`src/rtl/rng_seed_ctrl.sv`:
```
// rng_seed_ctrl: seed sequencer and word FIFO around the 32-bit LFSR expansion
// stage. Holds the seed steady for one SETTLE cycle, captures the generator's
// registered word in CAPTURE, then advances the seed with a maximal-length
// 8-bit LFSR (x^8+x^6+x^5+x^4+1).
//
// Handshake: word_out/word_valid are driven only from registered pointers and
// storage; a word is consumed on any rising edge where word_valid && word_ready
// are both high, unless seed_load is high in that cycle (the flush wins).
module rng_seed_ctrl #(
   parameter int          FIFO_DEPTH = 4,
   parameter logic [7:0]  SEED_RESET = 8'h01
) (
   input  logic                          clk,
   input  logic                          rst,
   input  logic                          seed_load,
   input  logic [7:0]                    seed_in,
   output logic [7:0]                    seed_val,
   input  logic [31:0]                   random_in,
   output logic [31:0]                   word_out,
   output logic                          word_valid,
   input  logic                          word_ready,
   output logic [$clog2(FIFO_DEPTH):0]   fill_level,
   output logic                          seed_zero_err
);

   localparam int PW = $clog2(FIFO_DEPTH);
   localparam int CW = PW + 1;
   localparam logic [CW-1:0] DEPTH_C = CW'(FIFO_DEPTH);

   typedef enum logic [1:0] {
      IDLE    = 2'd0,
      SETTLE  = 2'd1,
      CAPTURE = 2'd2
   } state_t;

   state_t          state;
   state_t          state_next;
   logic [7:0]      seed;
   logic [7:0]      seed_adv;
   logic [31:0]     mem [FIFO_DEPTH];
   logic [PW-1:0]   wr_ptr;
   logic [PW-1:0]   rd_ptr;
   logic [CW-1:0]   count;
   logic [CW-1:0]   count_next;
   logic            push;
   logic            pop;
   logic            zero_err;

   // A load flushes the FIFO, so it suppresses both the capture and the pop.
   assign push     = (state == CAPTURE) && !seed_load;
   assign pop      = word_valid && word_ready && !seed_load;
   assign seed_adv = {seed[6:0], seed[7] ^ seed[5] ^ seed[4] ^ seed[3]};

   assign seed_val      = seed;
   assign word_valid    = (count != '0);
   assign word_out      = word_valid ? mem[rd_ptr] : 32'd0;
   assign fill_level    = count;
   assign seed_zero_err = zero_err;

   // Occupancy after this cycle's push and pop; also steers the FSM.
   always_comb begin
      count_next = count;
      case ({push, pop})
         2'b10:   count_next = count + CW'(1);
         2'b01:   count_next = count - CW'(1);
         default: count_next = count;
      endcase
   end

   // Next-state logic: only start a SETTLE when there is room for its word.
   always_comb begin
      state_next = state;
      if (seed_load) begin
         state_next = IDLE;
      end else begin
         case (state)
            IDLE:    state_next = (count_next < DEPTH_C) ? SETTLE : IDLE;
            SETTLE:  state_next = CAPTURE;
            CAPTURE: state_next = (count_next < DEPTH_C) ? SETTLE : IDLE;
            default: state_next = IDLE;
         endcase
      end
   end

   // FSM state register.
   always_ff @(posedge clk) begin
      if (rst) state <= IDLE;
      else     state <= state_next;
   end

   // Seed register: load (zero replaced) wins over the post-capture advance.
   always_ff @(posedge clk) begin
      if (rst) begin
         seed     <= SEED_RESET;
         zero_err <= 1'b0;
      end else begin
         zero_err <= seed_load && (seed_in == 8'd0);
         if (seed_load)
            seed <= (seed_in == 8'd0) ? SEED_RESET : seed_in;
         else if (push)
            seed <= seed_adv;
      end
   end

   // FIFO pointers and occupancy; pointers wrap naturally at FIFO_DEPTH.
   always_ff @(posedge clk) begin
      if (rst || seed_load) begin
         wr_ptr <= '0;
         rd_ptr <= '0;
         count  <= '0;
      end else begin
         if (push) wr_ptr <= wr_ptr + PW'(1);
         if (pop)  rd_ptr <= rd_ptr + PW'(1);
         count <= count_next;
      end
   end

   // FIFO storage; contents are masked by word_valid so no reset is needed.
   always_ff @(posedge clk) begin
      if (push) mem[wr_ptr] <= random_in;
   end

endmodule

```
`config.mk`:
```
export PLATFORM = sky130hd
export DESIGN_NAME = rng_seed_ctrl
export DESIGN_NICKNAME = d
export VERILOG_FILES = /design/src/rtl/rng_seed_ctrl.sv
export SDC_FILE = /design/constraint.sdc
export NUM_CORES = 1
export LEC_CHECK = 0
export CAP_MARGIN = 0
export CELL_PAD_IN_SITES_DETAIL_PLACEMENT = 1
export CELL_PAD_IN_SITES_GLOBAL_PLACEMENT = 2
export CORE_MARGIN = 4
export CORE_UTILIZATION = 45
export CTS_BUF_LIST = sky130_fd_sc_hd__clkbuf_8
export CTS_CLUSTER_DIAMETER = 80
export DETAILED_ROUTE_END_ITERATION = 10
export PLACE_DENSITY = 0.95
export SLEW_MARGIN = 20
export SYNTH_ARGS = -nofsm -noshare
export SYNTH_HDL_FRONTEND = slang
export SYNTH_SLANG_ARGS = --single-unit
```
`constraint.sdc`:
```
create_clock -name clk -period 5.4 [get_ports clk]
set_input_delay 0.81 -clock clk [delete_from_list [all_inputs] [get_ports clk]]
set_output_delay 0.81 -clock clk [all_outputs]
set_load 0.02 [all_outputs]
```
* After elaboration in Yosys (flattened, before gate mapping)
Memories as Yosys holds them, arrays and structs flattened. A register that Yosys moved wholly into a read port is not among the register bits.
Index checks and enable logic that the tools add are counted.
** Storage, ports and cells
- Bits of input ports :: 44
- RAM bits :: 128
- Memories :: 1
- Flip-flop bits (word level) :: 18
- Output and inout port bits :: 45
- Word-level logic and storage cells :: 42
** Cells by class
- Bitwise operators :: 3
- Equality and inequality tests :: 4
- Muxes and demuxes :: 11
- Add/subtract/negate cells :: 4
- Reduce and logical (&&, ||, !) cells :: 12
- $lt $le $gt $ge :: 1
** Memories
- mem :: words 4, width 32, read ports 1, clocked after memory_dff 1, wr ports 1, line 40 : logic [31:0] mem [FIFO_DEPTH];
** Operator list (count)
- $mux 32 :: 1
- $mux 8 :: 3
- $logic_not 8->1 :: 1
- $pmux 3 s2 :: 1
- $add 2x1->2 const B :: 2
- $eq 2x1->1 const B :: 2
- $eq 2x2->1 const B :: 2
- $logic_and 1x1->1 :: 4
- $mux 2 :: 2
- $pmux 2 s2 :: 1
- $reduce_or 2->1 :: 2
- $add 3x1->3 const B :: 1
- $lt 3x3->1 const B :: 1
- $mux 1 :: 3
- $reduce_bool 3->1 :: 1
- $sub 3x1->3 const B :: 1
- $xor 1x1->1 :: 3
- $logic_not 2->1 :: 1
- $reduce_bool 2->1 :: 1
- $logic_not 1->1 :: 1
- $logic_or 1x1->1 :: 1

* Logic depth before layout (Yosys ltp)
- Depth after elaboration :: 8
- Gate-level depth with buffers :: 8
- Depth with buffers taken out :: 8

* Worst setup path after synthesis
No wires, ideal clock.
- Path type :: input-to-reg
- Start :: input seed_load
- End :: register state[0]
- Buffers on the path :: 0
- Library setup time :: 116 ps
- Arrival time :: 2266 ps
- Setup slack :: 3018 ps
- Data required time :: 5284 ps
- Cell stages on the path :: 7
- Cell sequence :: nor2_1 > inv_1 > ha_1 > fa_1 > xnor2_1 > or3_1 > and3_1
** Between the ends
- Cells in the longest elaborated chain, start to end :: 7
- Elaborated cells between the ends (all ways) :: 10
- Classes of those cells :: order compare: 1; eq/ne: 2; mux: 3; reduce/logical: 4
** RTL lines
- start: declaration :: line 15 : input logic seed_load,
- $logic_not 1->1 :: line 50, 51
- $logic_and 1x1->1, on equally long branches :: line 51, 50
- $eq 2x1->1 or $eq 2x2->1 (tied branches) :: line 63 : case ({push, pop})
- $pmux 3 s2 :: line 63
- $lt 3x3->1 :: line 77, 79
- $mux 1 :: line 77, 79
- $pmux 2 s2 :: line 76 : case (state)
- end signal: assignment :: line 88 : else state <= state_next;
- end: declaration :: line 36 : state_t state;
Several ways; a longest one is shown, not always the timed one.
A chain may end at the register's enable or synchronous reset.

==> run summary <==
- **slew at the pin with the worst max-slew slack** 0.8841 ns
- **row cnt** 41
- **Hold Crit Class** reg -> reg
- **worst path required time** 4.59 ns
- **Setup violations, final** 0
- **syn nets** 351
- **post-layout total power** 2241 uW
- **share of the synthesized area in the top cell type** 66.48%
- **post-DR vias/cell** 5.172
- **sequential cell area fraction in the yosys report** 73.40%
- **RePlAce Congestion** 0.7430
- **DR vias** 3,005
- **hold slack** 0.4255 ns
- **total global routing track utilization** 17.28%
- **max-cap violation count** 0
- **total iterations of the first detailed-routing run** 4
- **wire length after detailed routing** 11,950 um
- **part of the cycle the worst path needs** 68.29%
- **cell with the most instances after synthesis** sky130_fd_sc_hd__edfxtp_1
- **floorplan die area** 14,730 sq um
- **vias in the first global route** 3,411
- **Flop pwr share** 55.9%
- **total congestion overflow after global routing** 0
- **result of the run** finished, final reports clean
- **count of pins on the block boundary** 89
- **data arrival time of the critical path** 2.88 ns
- **count of different cell masters after synthesis** 34
- **clock transition at the registers of the reported paths** 0.08 ns
- **pwr dens** 309.7 nW/um^2
- **Post-CTS Setup Bufs** 0
- **first-pass GRT wire length** 18,590 um
- **post-layout min period** 3.688 ns
- **Synth Warn #** 0
- **worst-path fanout max** 20
- **unrepaired setup endpoints after global routing** no
- **antenna diode count** 0
- **post-cts hold buffer count** 0
- **net total in the final layout** 446
- **Final Slew Violations** 0
- **pin count of the biggest net entering global routing** 34
- **type of the worst setup path** reg -> out
- **number of levels the H-tree was split into** 4
- **ratio of cells with drive above 1 in the final layout** 17.36%
- **worst rel slew slack** 41.06%
- **Max Clock Skew** 0.01005 ns
- **floorplan die width** 121.4 um
- **highest ir drop seen on vdd** 0.0001842 V
- **routed length per instance** 20.56 um
- **post-synthesis cell area** 5782 sq um
- **proportion of total power due to net switching** 19.98%
- **worst skew pair latency** 0.44 ns
- **flops & latches, synth** 148
- **combinational group share of total power** 3.9%
- **leading area contributor after synthesis** sky130_fd_sc_hd__edfxtp_1
- **Hold Violations, Final** 0
- **area growth from synthesis to layout** 25.17%
- **leakage power figure** 0.002318 uW
- **number of DRC violations after detailed routing** 0
- **post-DP HPWL** 7789 um
- **CTS tree** done
- **number of clock sinks** 148
- **top cells by area, synth** sky130_fd_sc_hd__edfxtp_1 66%, sky130_fd_sc_hd__mux4_2 12%, sky130_fd_sc_hd__dfxtp_1 6.9%
- **maximum buffer depth of the clock tree** 2
- **antenna viol nets, final** 0
- **TritonCTS buffer count** 17
- **final-layout setup total negative slack** 0 ns
- **input/output buffers** 88
- **FF+latch area** 4247 sq um
- **most numerous cell types in the synthesized netlist** 128 x sky130_fd_sc_hd__edfxtp_1, 33 x sky130_fd_sc_hd__nor2b_1, 32 x sky130_fd_sc_hd__mux4_2
- **master cell of the clock root buffer** sky130_fd_sc_hd__clkbuf_8
- **area occupied by multi-input gates** 1440 sq um
- **core footprint** 12,620 sq um
- **P_int** 1793 uW
- **kind of start point of the critical path** register
- **Setup crit end kind** output pin
- **initial antenna violation count** 0
- **final core utilization** 57.35%
- **Post-synth EDFFs** 128
- **number of cells produced by synthesis** 301
- **DIE HEIGHT** 121.4 um
- **cells resized by post-CTS repair** 0
- **initial standard-cell utilization of the core** 45.82%
- **Post-Syn Area per Cell** 19.21 sq um
- **sw power** 447.8 uW
- **highest clock frequency the design can meet** 0.2712 GHz
- **number of DRC violations after detailed-routing iteration 0** 203
- **share of total power in the clock network** 40.2%
- **dominant synthesized flop cell** sky130_fd_sc_hd__edfxtp_1
- **total of fill cells in the finished design** 1,179
- **share of flip-flops with an asynchronous set or reset after synthesis** 0%
[final timing paths]
kind	slack, ns	endpoint	depth (start not counted)	startpoint
min reg2reg	0.43	state[1]	1	state[1]
min	0.43	state[1]	1	state[1]
max	1.71	word_out[31]	4	register
max reg2reg	2.74	state[0]	8	state[0]
[final cells by class]
type                    count  share of cell area [%]
repair buffers             90                   12.38
inverters                   5                  0.2593
flip-flops and latches    148                   58.68
well taps                 172                   2.974
clock inverters            15                   2.576
clock buffers              17                   3.233
multi-input cells         134                   19.90
[flip-flops by register name, indices dropped and copies added (netlist names), named ones only]
| register | cells |
|---|---|
| seed_val | 8 |
| wr_ptr | 2 |
| fill_level | 3 |
| rd_ptr | 2 |
| mem | 128 |
| seed_zero_err | 1 |
| state | 2 |
[metrics by stage]
step	setup slack [ns]	cells	area, sq um
2_1_floorplan	3.018	301	5782
3_3_place_gp	2.133	549	6817
3_5_place_dp	2.074	549	6817
4_1_cts	1.597	581	7237
5_1_grt	1.480	581	7237
6_report	1.712	581	7237
[per-layer routing]
layer	vias to the layer above	global-route usage (%)	share of wire, %
li1	1366	-	-
met1	1533	20.73	41
met2	98	29.40	53
met3	8	6.573	5.6
met4	0	4.552	0.94
met5	-	0	0
[power groups by stage]
stage / sequential [uW] / clock [uW] / combinational [uW]
2_1_floorplan: 1280 / 0 / 23.9
3_3_place_gp: 1280 / 0 / 84.5
3_5_place_dp: 1280 / 0 / 88.5
4_1_cts: 1250 / 919 / 89.3
5_1_grt: 1250 / 978 / 95.5
6_report: 1250 / 900 / 88.3
[critical path, cell delays in order (launching register included)]
cell,delay (ns)
sky130_fd_sc_hd__dfxtp_2,0.79
sky130_fd_sc_hd__buf_4,0.40
sky130_fd_sc_hd__mux4_2,0.54
sky130_fd_sc_hd__nor2b_1,0.15
sky130_fd_sc_hd__clkdlybuf4s50_1,0.55
[cells by family (layout without fill, tap and decap cells)]
family	after synthesis	after routing	synth area share, %
adder cells (fa/ha/maj)	6	6	1.428
flip-flops	148	148	73.40
AND/OR/NAND/NOR	64	64	6.189
buffers and inverters	19	127	1.883
XOR/XNOR	8	8	1.212
AO/OA/AOI/OAI	16	16	2.034
multiplexers	40	40	13.85
[placed cells by master (no fill, tap or decap), drive strengths merged]
master         count
xor2               3
fa                 1
a31oi              1
clkinv             6
o31ai              1
a21oi              2
clkbuf            17
or3                1
or2                1
mux2i              8
nor3               2
clkdlybuf4s50     88
ha                 5
nor4               1
xnor2              5
a22oi              1
nor2              18
o21ai              1
dfxtp             20
o311ai             1
clkinvlp           2
o221a              1
a211oi             7
nor2b             33
nand3              1
and2               4
o2bb2ai            1
nand2b             1
inv                8
buf                2
bufinv             4
and3               1
nor3b              1
edfxtp           128
mux4              32
(Power assumes the default switching activity.)
